$ cat src/rtl/pcsa_pkg.sv
// Shared constants, helper function and segment result type for the
// pipelined carry-select adder.
package pcsa_pkg;

  localparam int PCSA_DEF_WIDTH = 16;
  localparam int PCSA_DEF_BLOCK = 4;

  // Number of segments; a non-positive block yields zero so the caller's
  // parameter check can report the problem instead of dividing by zero.
  function automatic int nblk(input int width, input int block);
    return (block < 1) ? 0 : width / block;
  endfunction

  // Precomputed per-segment result at the default segment width.
  typedef struct packed {
    logic [PCSA_DEF_BLOCK-1:0] sum0;
    logic [PCSA_DEF_BLOCK-1:0] sum1;
    logic                      c0;
    logic                      c1;
  } seg_res_t;

endpackage

$ cat src/rtl/pipelined_carry_select_adder_segment.sv
// csa_segment: combinational dual ripple adder over one BLOCK-bit segment,
// producing the sum/carry for both possible carry-ins.
module csa_segment
  import pcsa_pkg::*;
#(
  parameter int BLOCK = PCSA_DEF_BLOCK
) (
  input  logic [BLOCK-1:0] a,
  input  logic [BLOCK-1:0] b,
  output logic [BLOCK-1:0] sum0,
  output logic [BLOCK-1:0] sum1,
  output logic             c0,
  output logic             c1
);

  logic [BLOCK:0] k0;
  logic [BLOCK:0] k1;

  // Two ripple chains, one seeded with carry 0 and one with carry 1.
  always_comb begin
    // NOTE: every output of a combinational block gets a default before any
    // conditional logic, so no path can leave it unassigned and infer a latch.
    k0   = '0;
    k1   = '0;
    sum0 = '0;
    sum1 = '0;
    // NOTE: blocking assignments here because each bit's carry must be
    // visible to the next loop iteration within the same evaluation.
    k0[0] = 1'b0;
    k1[0] = 1'b1;
    for (int i = 0; i < BLOCK; i++) begin
      sum0[i]  = a[i] ^ b[i] ^ k0[i];
      k0[i+1]  = (a[i] & b[i]) | (k0[i] & (a[i] ^ b[i]));
      sum1[i]  = a[i] ^ b[i] ^ k1[i];
      k1[i+1]  = (a[i] & b[i]) | (k1[i] & (a[i] ^ b[i]));
    end
    c0 = k0[BLOCK];
    c1 = k1[BLOCK];
  end

endmodule

$ cat src/rtl/pipelined_carry_select_adder.sv
// pipelined_carry_select_adder: two-stage carry-select adder with valid/ready
// handshake on both sides. Stage 1 registers the per-segment dual results,
// stage 2 resolves the segment carry chain and registers sum/cout.
// Optional signed overflow output enabled by defining PCSA_OVERFLOW_EN.
module pipelined_carry_select_adder
  import pcsa_pkg::*;
#(
  parameter int WIDTH = PCSA_DEF_WIDTH,
  parameter int BLOCK = PCSA_DEF_BLOCK
) (
  input  logic             clk,
  input  logic             rst,
  input  logic             in_valid,
  output logic             in_ready,
  input  logic [WIDTH-1:0] a,
  input  logic [WIDTH-1:0] b,
  input  logic             cin,
  output logic             out_valid,
  input  logic             out_ready,
  output logic [WIDTH-1:0] sum,
  output logic             cout
`ifdef PCSA_OVERFLOW_EN
  ,
  output logic             overflow
`endif
);

  localparam int NBLK       = nblk(WIDTH, BLOCK);
  localparam int SAFE_BLOCK = (BLOCK < 1) ? 1 : BLOCK;

  if ((BLOCK < 1) || ((WIDTH % SAFE_BLOCK) != 0)) begin : g_param_check
    $error("pipelined_carry_select_adder: WIDTH (%0d) must be a positive multiple of BLOCK (%0d)",
           WIDTH, BLOCK);
  end

  typedef struct packed {
    logic [BLOCK-1:0] sum0;
    logic [BLOCK-1:0] sum1;
    logic             c0;
    logic             c1;
  } seg_t;

  seg_t             seg_comb [NBLK];
  seg_t             s1_seg   [NBLK];
  logic             s1_valid;
  logic             s1_cin;
`ifdef PCSA_OVERFLOW_EN
  logic             s1_a_msb;
  logic             s1_b_msb;
`endif

  logic             adv1;
  logic             adv2;
  logic             accept;
  logic [NBLK:0]    k;
  logic [WIDTH-1:0] sum_next;
  logic             cout_next;

  // Handshake: a stage advances when its downstream slot is empty or draining.
  assign adv2     = !out_valid || out_ready;
  assign adv1     = !s1_valid || adv2;
  assign in_ready = adv1;
  assign accept   = in_valid && in_ready;

  for (genvar i = 0; i < NBLK; i++) begin : g_seg
    csa_segment #(.BLOCK(BLOCK)) u_seg (
      .a    (a[i*BLOCK +: BLOCK]),
      .b    (b[i*BLOCK +: BLOCK]),
      .sum0 (seg_comb[i].sum0),
      .sum1 (seg_comb[i].sum1),
      .c0   (seg_comb[i].c0),
      .c1   (seg_comb[i].c1)
    );
  end

  // Stage 1: capture precomputed segment results on accept.
  always_ff @(posedge clk) begin
    if (rst) begin
      // NOTE: the stage-1 data registers are cleared on reset as well as the
      // valid bit, so a reset always leaves the pipeline in a known state.
      s1_valid <= 1'b0;
      s1_cin   <= 1'b0;
      for (int i = 0; i < NBLK; i++) s1_seg[i] <= '0;
`ifdef PCSA_OVERFLOW_EN
      s1_a_msb <= 1'b0;
      s1_b_msb <= 1'b0;
`endif
    end else if (adv1) begin
      // NOTE: non-blocking assignments for all registered state so every
      // flop samples the pre-edge values regardless of statement order.
      s1_valid <= accept;
      if (accept) begin
        s1_cin <= cin;
        for (int i = 0; i < NBLK; i++) s1_seg[i] <= seg_comb[i];
`ifdef PCSA_OVERFLOW_EN
        s1_a_msb <= a[WIDTH-1];
        s1_b_msb <= b[WIDTH-1];
`endif
      end
    end
  end

  // Carry-select chain: each segment carry picks the next segment's result.
  always_comb begin
    k        = '0;
    sum_next = '0;
    k[0]     = s1_cin;
    for (int i = 0; i < NBLK; i++) begin
      sum_next[i*BLOCK +: BLOCK] = k[i] ? s1_seg[i].sum1 : s1_seg[i].sum0;
      k[i+1]                     = k[i] ? s1_seg[i].c1 : s1_seg[i].c0;
    end
    cout_next = k[NBLK];
  end

  // Stage 2: output register, frozen while the consumer stalls.
  always_ff @(posedge clk) begin
    if (rst) begin
      out_valid <= 1'b0;
      sum       <= '0;
      cout      <= 1'b0;
`ifdef PCSA_OVERFLOW_EN
      overflow  <= 1'b0;
`endif
    end else if (adv2) begin
      out_valid <= s1_valid;
      if (s1_valid) begin
        sum      <= sum_next;
        cout     <= cout_next;
`ifdef PCSA_OVERFLOW_EN
        overflow <= (s1_a_msb == s1_b_msb) && (sum_next[WIDTH-1] != s1_a_msb);
`endif
      end
    end
  end

endmodule

$ cat config.mk
export PLATFORM = sky130hd
export DESIGN_NAME = pipelined_carry_select_adder
export DESIGN_NICKNAME = d
export VERILOG_FILES = /design/src/rtl/pcsa_pkg.sv /design/src/rtl/pipelined_carry_select_adder_segment.sv /design/src/rtl/pipelined_carry_select_adder.sv
export SDC_FILE = /design/constraint.sdc
export NUM_CORES = 1
export LEC_CHECK = 0
export ABC_AREA = 1
export BUFFER_PORTS_ARGS = -buffer_cell sky130_fd_sc_hd__buf_2
export CAP_MARGIN = 40
export CORE_MARGIN = 2
export CORE_UTILIZATION = 50
export DETAILED_ROUTE_END_ITERATION = 10
export PLACE_DENSITY = 0.76
export SYNTH_ARGS = -nofsm -noshare
export SYNTH_HDL_FRONTEND = slang
export SYNTH_SLANG_ARGS = --single-unit
$ cat constraint.sdc
create_clock -name clk -period 2.2 [get_ports clk]
set_clock_uncertainty 0.05 [all_clocks]
set_input_delay 0.44 -clock clk [delete_from_list [all_inputs] [get_ports clk]]
set_output_delay 0.44 -clock clk [all_outputs]
set_load 0.01 [all_outputs]
; After elaboration in Yosys (flattened, before gate mapping)
; Memories as Yosys holds them, arrays and structs flattened.
; Cells that the tools add are included.
[totals]
mem_bits_ro = 0
ff_bits = 20
latchBits = 0
ramBits = 40
memories = 1
inputBits = 37
[memory_table]
columns = name, words, width, rd, rd_ports_with_merged_regs, wr, line
row1 = s1_seg, 4, 10, 4, 0, 4, pipelined_carry_select_adder.sv:44  ; seg_t s1_seg [NBLK];
[op_classes]
reduce_logical = 7
n_mux = 18
bitwise = 116
mul = 0
n_addsub = 0
n_shift = 0
div_mod_pow = 0
magnitude_cmp = 0
n_eq_ne = 0
[op_table]
columns = operator, count
row1 = 1-bit bitwise AND, 40
row2 = 10-bit two-way mux, 4
row3 = 1-bit bitwise XOR, 40
row4 = 1-bit bitwise OR, 32
row5 = 4-bit two-way mux, 4
row6 = 1-bit two-way mux, 10
row7 = 1-bit NOT, 4
row8 = 2-bit AND reduction, 2
row9 = 1-bit logical NOT, 2
row10 = 1-bit logical OR, 2
row11 = 1-bit logical AND, 1

; Logic depth before layout (Yosys ltp)
[logic_depth]
depth_word = 9
ltp_mapped = 9
ltp_nobuf = 9

; Modules after synthesis
; Synthesis repeated with hierarchy kept, for this count alone.
[hier_totals]
cells_unflattened = 356
area_unflattened_um2 = 3301.9
[by_module_without_submodules]
columns = mod, instances, cells_each, area_per_inst_um2
row1 = pipelined_carry_select_adder, 1, 276, 2541.2
row2 = csa_segment, 4, 20, 190.2

; Least setup slack after synthesis
; No wires, ideal clock.
[synth_path]
path_kind = input-to-reg
startpoint = input a[0]
endpoint = memory s1_seg[0][5] in the netlist's numbering, data pin
arrival_time_ns = 1.919
setup_time_ns = 0.141
slack_ns = 0.090
path_stages = 8
required_time_ns = 2.009
path_cell_list = inv_1 -> ha_1 -> inv_1 -> fa_1 -> fa_1 -> inv_1 -> fa_1 -> nor2_1
[synth_rtl]
columns = element, line
row1 = from (decl), pipelined_carry_select_adder.sv:15  ; input logic [WIDTH-1:0] a,
row2 = to (decl), pipelined_carry_select_adder.sv:44

==> results.txt <==
- For met1 alone, demand over resource in global routing was 0.205.
* Number of setup violations in the final report: 0
* Final Slew Violations: 0
- The tool flagged a number of max-cap violations equal to 0.
- Die width: 83.4 µm
* Syn nets: 385
- Relative slew margins: 0.721
* First element of the critical path: a[12]
- Global routing finished with a remaining overflow of 0.
- The critical path is of the in -> reg type.
- Startpoint type of the worst setup path: input pin
* Worst reg2reg path endpoint: sum[15]
- The min-delay analysis places its worst path in the category in -> reg.
* Dpl hpwl: 3890 µm
* Arrival time of the worst setup path: ~2.2 ns
- Clock-pin slew was measured on the worst setup and hold paths at ~0.07 ns.
- Along the worst hold path, the cell count comes to 3.
- Postcts setup bufs: 0
* End of the worst hold path: s1_cin
- Entering global routing, the biggest net connects 42 pins.
* Worst-margin pin slew: 0.418 ns
- In the global route stage, overall resource usage came out at 0.169.
- In this run, post-CTS hold repair placed 0 buffers.
- Initial Utilization: 0.524
* Netlist cell types: 21
* Final worst path period need: 2.03 ns
* Vias per Instance: 4.74
* Flip-flop cell with the highest count after synthesis: sky130_fd_sc_hd__edfxtp_1
- Worst setup slack for register-to-register paths: about 0.64 ns
- Worst-case clock buffer depth: 2
- For this design the static power due to leakage is 1.86 nW.
- Ratio of total power to cell area: 758 nW/µm²
* Met3 layer usage reported by global route: 0.0338
- The number of antenna violations at the first check in global routing came to 0.
- Launch instance of the worst min-delay path: cin
- Counting tap cells, the placed design contains a total of 441 instances.
- Count of TritonRoute iterations in the first routing pass: 4
* Mean area per synthesized cell: 9.99 µm²
- Leaving out filler cells and counting taps, the final layout contains 457.
- Data on the critical path is required at its endpoint by 2.33 ns.
- Based on the critical path, the design can be clocked at up to 493 MHz.
- Root buf cell: sky130_fd_sc_hd__clkbuf_8
- Detailed router's first-iteration violation count: 95
- After filler insertion, the fill cell instance count of the layout stands at 495.
* Die ar.: 6960 µm²
- The number of global-route vias before repair is 2152.
- Registers take 1600 µm².
- In the synthesized netlist, the number of instances is 316.
- Clock latency on the worst-skew pair, taken at its later pin, is around 0.33 ns.
- Register bit total from synthesis: 60
* CTS Sinks: 60
- Final ANT Viol Nets: 0
* Result of the run: finished, final reports clean
- Sequential element share of the synthesized area: 0.508
* Ratio of final minimum period to clock period: 0.922
- Area used by multi-input combinational logic: 1230 µm²
- Worst vdd rail ir drop: 0.448 mV
* Met2 track demand over resource: 0.286
- Wire length of the first global-routing pass: ~9300 µm
- In the final layout, the share of cells above drive strength 1 is 0.217.
- The worst register-to-register path has a depth of 9.
- Final Hold Viols: 0
- PortBufs: 55
- After floorplanning, the core was divided into 28 placement rows.
- Number of enable-type register cells in the synthesized netlist: 40
- Count of yosys warnings during synthesis: 0
* Routed wire length: around 5400 µm
- The finished cells cover approximately 3700 µm².
- Dividing the detail-routed wire length by the instance count gives ~12 µm.
- TritonCTS clock tree: yes
- Setup repair after global routing left no endpoint under its margin.
* Cell area reported after detailed placement: about 3500 µm²
* TritonCTS Buffers: 9
- The H-tree was split into 3 levels.
- In this run the count of I/O pins placed on the die edge is 56.
- Post-detailed-route DRC marker count: 0
- Fin nets: approximately 450
- Worst Path Max Fanout: 2
* Layer with the highest usage: met2
- Count of instances resized after the clock tree is built: 0
* GPL Wtd Cong: 0.740
- Endpoint class of the critical path: flip-flop
- Die H: roughly 83 µm
- Via count: 2164
* Area delta synth->final: 18.8%
- Combined area of all synthesized cells: 3160 µm²
* Placeable Area: 6030 µm²
* Fraction of synthesis flops using an asynchronous set or reset pin: 0
- Source of the worst register-to-register timing path: s1_cin
- The number of antenna diodes in the final layout is 0.
per-stage QoR:
| stage | hold WS [ns] | setup WS (ns) | power (mW) | util | setup TNS (ns) |
|---|---|---|---|---|---|
| after CTS | 0.309 | 0.166 | 2.86 | 0.622 | 0 |
| after detailed placement | 0.437 | -0.176 | 1.78 | 0.585 | -0.803 |
| after global placement | 0.425 | -0.0919 | 1.76 | 0.585 | -0.533 |
| final | 0.320 | 0.172 | 2.84 | 0.622 | 0 |
| after floorplan | 0.419 | 0.0897 | 1.63 | - | 0 |
| after global routing | 0.325 | 0.0865 | 2.98 | 0.622 | 0 |
kinds of logic (layout without fill, tap and decap cells):
logic type	count (synthesis)	count (layout)	share of synthesized area
and+or+nand+nor	123	123	0.169
buffers and inverters	82	148	0.101
DFF	60	60	0.508
adders and majority gates	32	32	0.184
AOI/OAI and AO/OA	19	19	0.0385
synth_stat cells, drive strengths merged (4+ instances only):
| master | number | area share |
|---|---|---|
| ha | 8 | 0.032 |
| fa | 24 | 0.15 |
| dfxtp | 20 | 0.13 |
| a31oi | 4 | 0.0079 |
| nor2 | 50 | 0.059 |
| o211ai | 8 | 0.019 |
| o21ai | 4 | 0.0063 |
| nand2 | 42 | 0.057 |
| edfxtp | 40 | 0.38 |
| inv | 72 | 0.086 |
| nand3 | 31 | 0.052 |
| buf | 7 | 0.012 |
critical path, cell delays in order:
cell	delay [ns]
sky130_fd_sc_hd__buf_2	0.11
sky130_fd_sc_hd__inv_1	0.05
sky130_fd_sc_hd__ha_1	0.15
sky130_fd_sc_hd__inv_1	0.05
sky130_fd_sc_hd__fa_1	0.37
sky130_fd_sc_hd__fa_1	0.37
sky130_fd_sc_hd__inv_1	0.07
sky130_fd_sc_hd__fa_1	0.42
sky130_fd_sc_hd__nor2_1	0.12
power by group:
part / switching (mW) / internal [mW] / total, mW
logic: 0.245 / 0.161 / 0.406
registers: 0.0383 / 1.31 / 1.34
clock network: 0.424 / 0.666 / 1.09
metal layers:
metal,wire [µm],vias up
met3,175,11
met4,114,0
met1,2330,1007
li1,-,1105
met2,2770,41
met5,0,-
cells in the final DEF, fill, tap and decap left out:
master | synthesis | layout
sky130_fd_sc_hd__nand3_2 | 2 | 2
sky130_fd_sc_hd__buf_4 | 1 | 3
sky130_fd_sc_hd__o21ai_0 | 4 | 4
sky130_fd_sc_hd__inv_2 | 1 | 1
sky130_fd_sc_hd__clkbuf_8 | 0 | 10
sky130_fd_sc_hd__dfxtp_1 | 20 | 20
sky130_fd_sc_hd__nor2_1 | 50 | 50
sky130_fd_sc_hd__nand3_1 | 29 | 29
sky130_fd_sc_hd__fa_1 | 24 | 24
sky130_fd_sc_hd__clkinv_2 | 0 | 1
sky130_fd_sc_hd__nand2_2 | 3 | 3
sky130_fd_sc_hd__buf_12 | 0 | 1
sky130_fd_sc_hd__a21oi_1 | 2 | 2
sky130_fd_sc_hd__clkinv_1 | 1 | 1
sky130_fd_sc_hd__o22ai_1 | 1 | 1
sky130_fd_sc_hd__bufinv_16 | 0 | 2
sky130_fd_sc_hd__nand2_1 | 37 | 37
sky130_fd_sc_hd__edfxtp_1 | 40 | 40
sky130_fd_sc_hd__inv_1 | 71 | 71
sky130_fd_sc_hd__buf_2 | 6 | 55
sky130_fd_sc_hd__clkinvlp_4 | 0 | 3
sky130_fd_sc_hd__nand2_4 | 2 | 2
sky130_fd_sc_hd__o211ai_1 | 8 | 8
sky130_fd_sc_hd__ha_1 | 8 | 8
sky130_fd_sc_hd__a31oi_1 | 4 | 4
worst max path at each step:
stage	to	slack [ns]	cells past startpoint
after floorplan	s1_seg[0][5]	0.09	8
after global placement	s1_seg[2][5]	-0.09	9
after detailed placement	s1_seg[3][5]	-0.18	9
after CTS	s1_seg[3][5]	0.17	9
after global routing	s1_seg[3][5]	0.09	9
final	s1_seg[3][5]	0.17	9
registers in the layout, summed over array words and instances (netlist names):
register / count
s1_seg: 40
sum: 16
cout: 1
out_valid: 1
s1_cin: 1
s1_valid: 1
area by class of cell:
cell class	count	share of cell area
clock buffers	10	0.0367
clock inverters	6	0.0234
inverters	73	0.0731
multi-input cells	174	0.330
flip-flops and latches	60	0.427
well taps	75	0.0250
repair buffers	59	0.0848
Power figures use the tool's default switching activity.
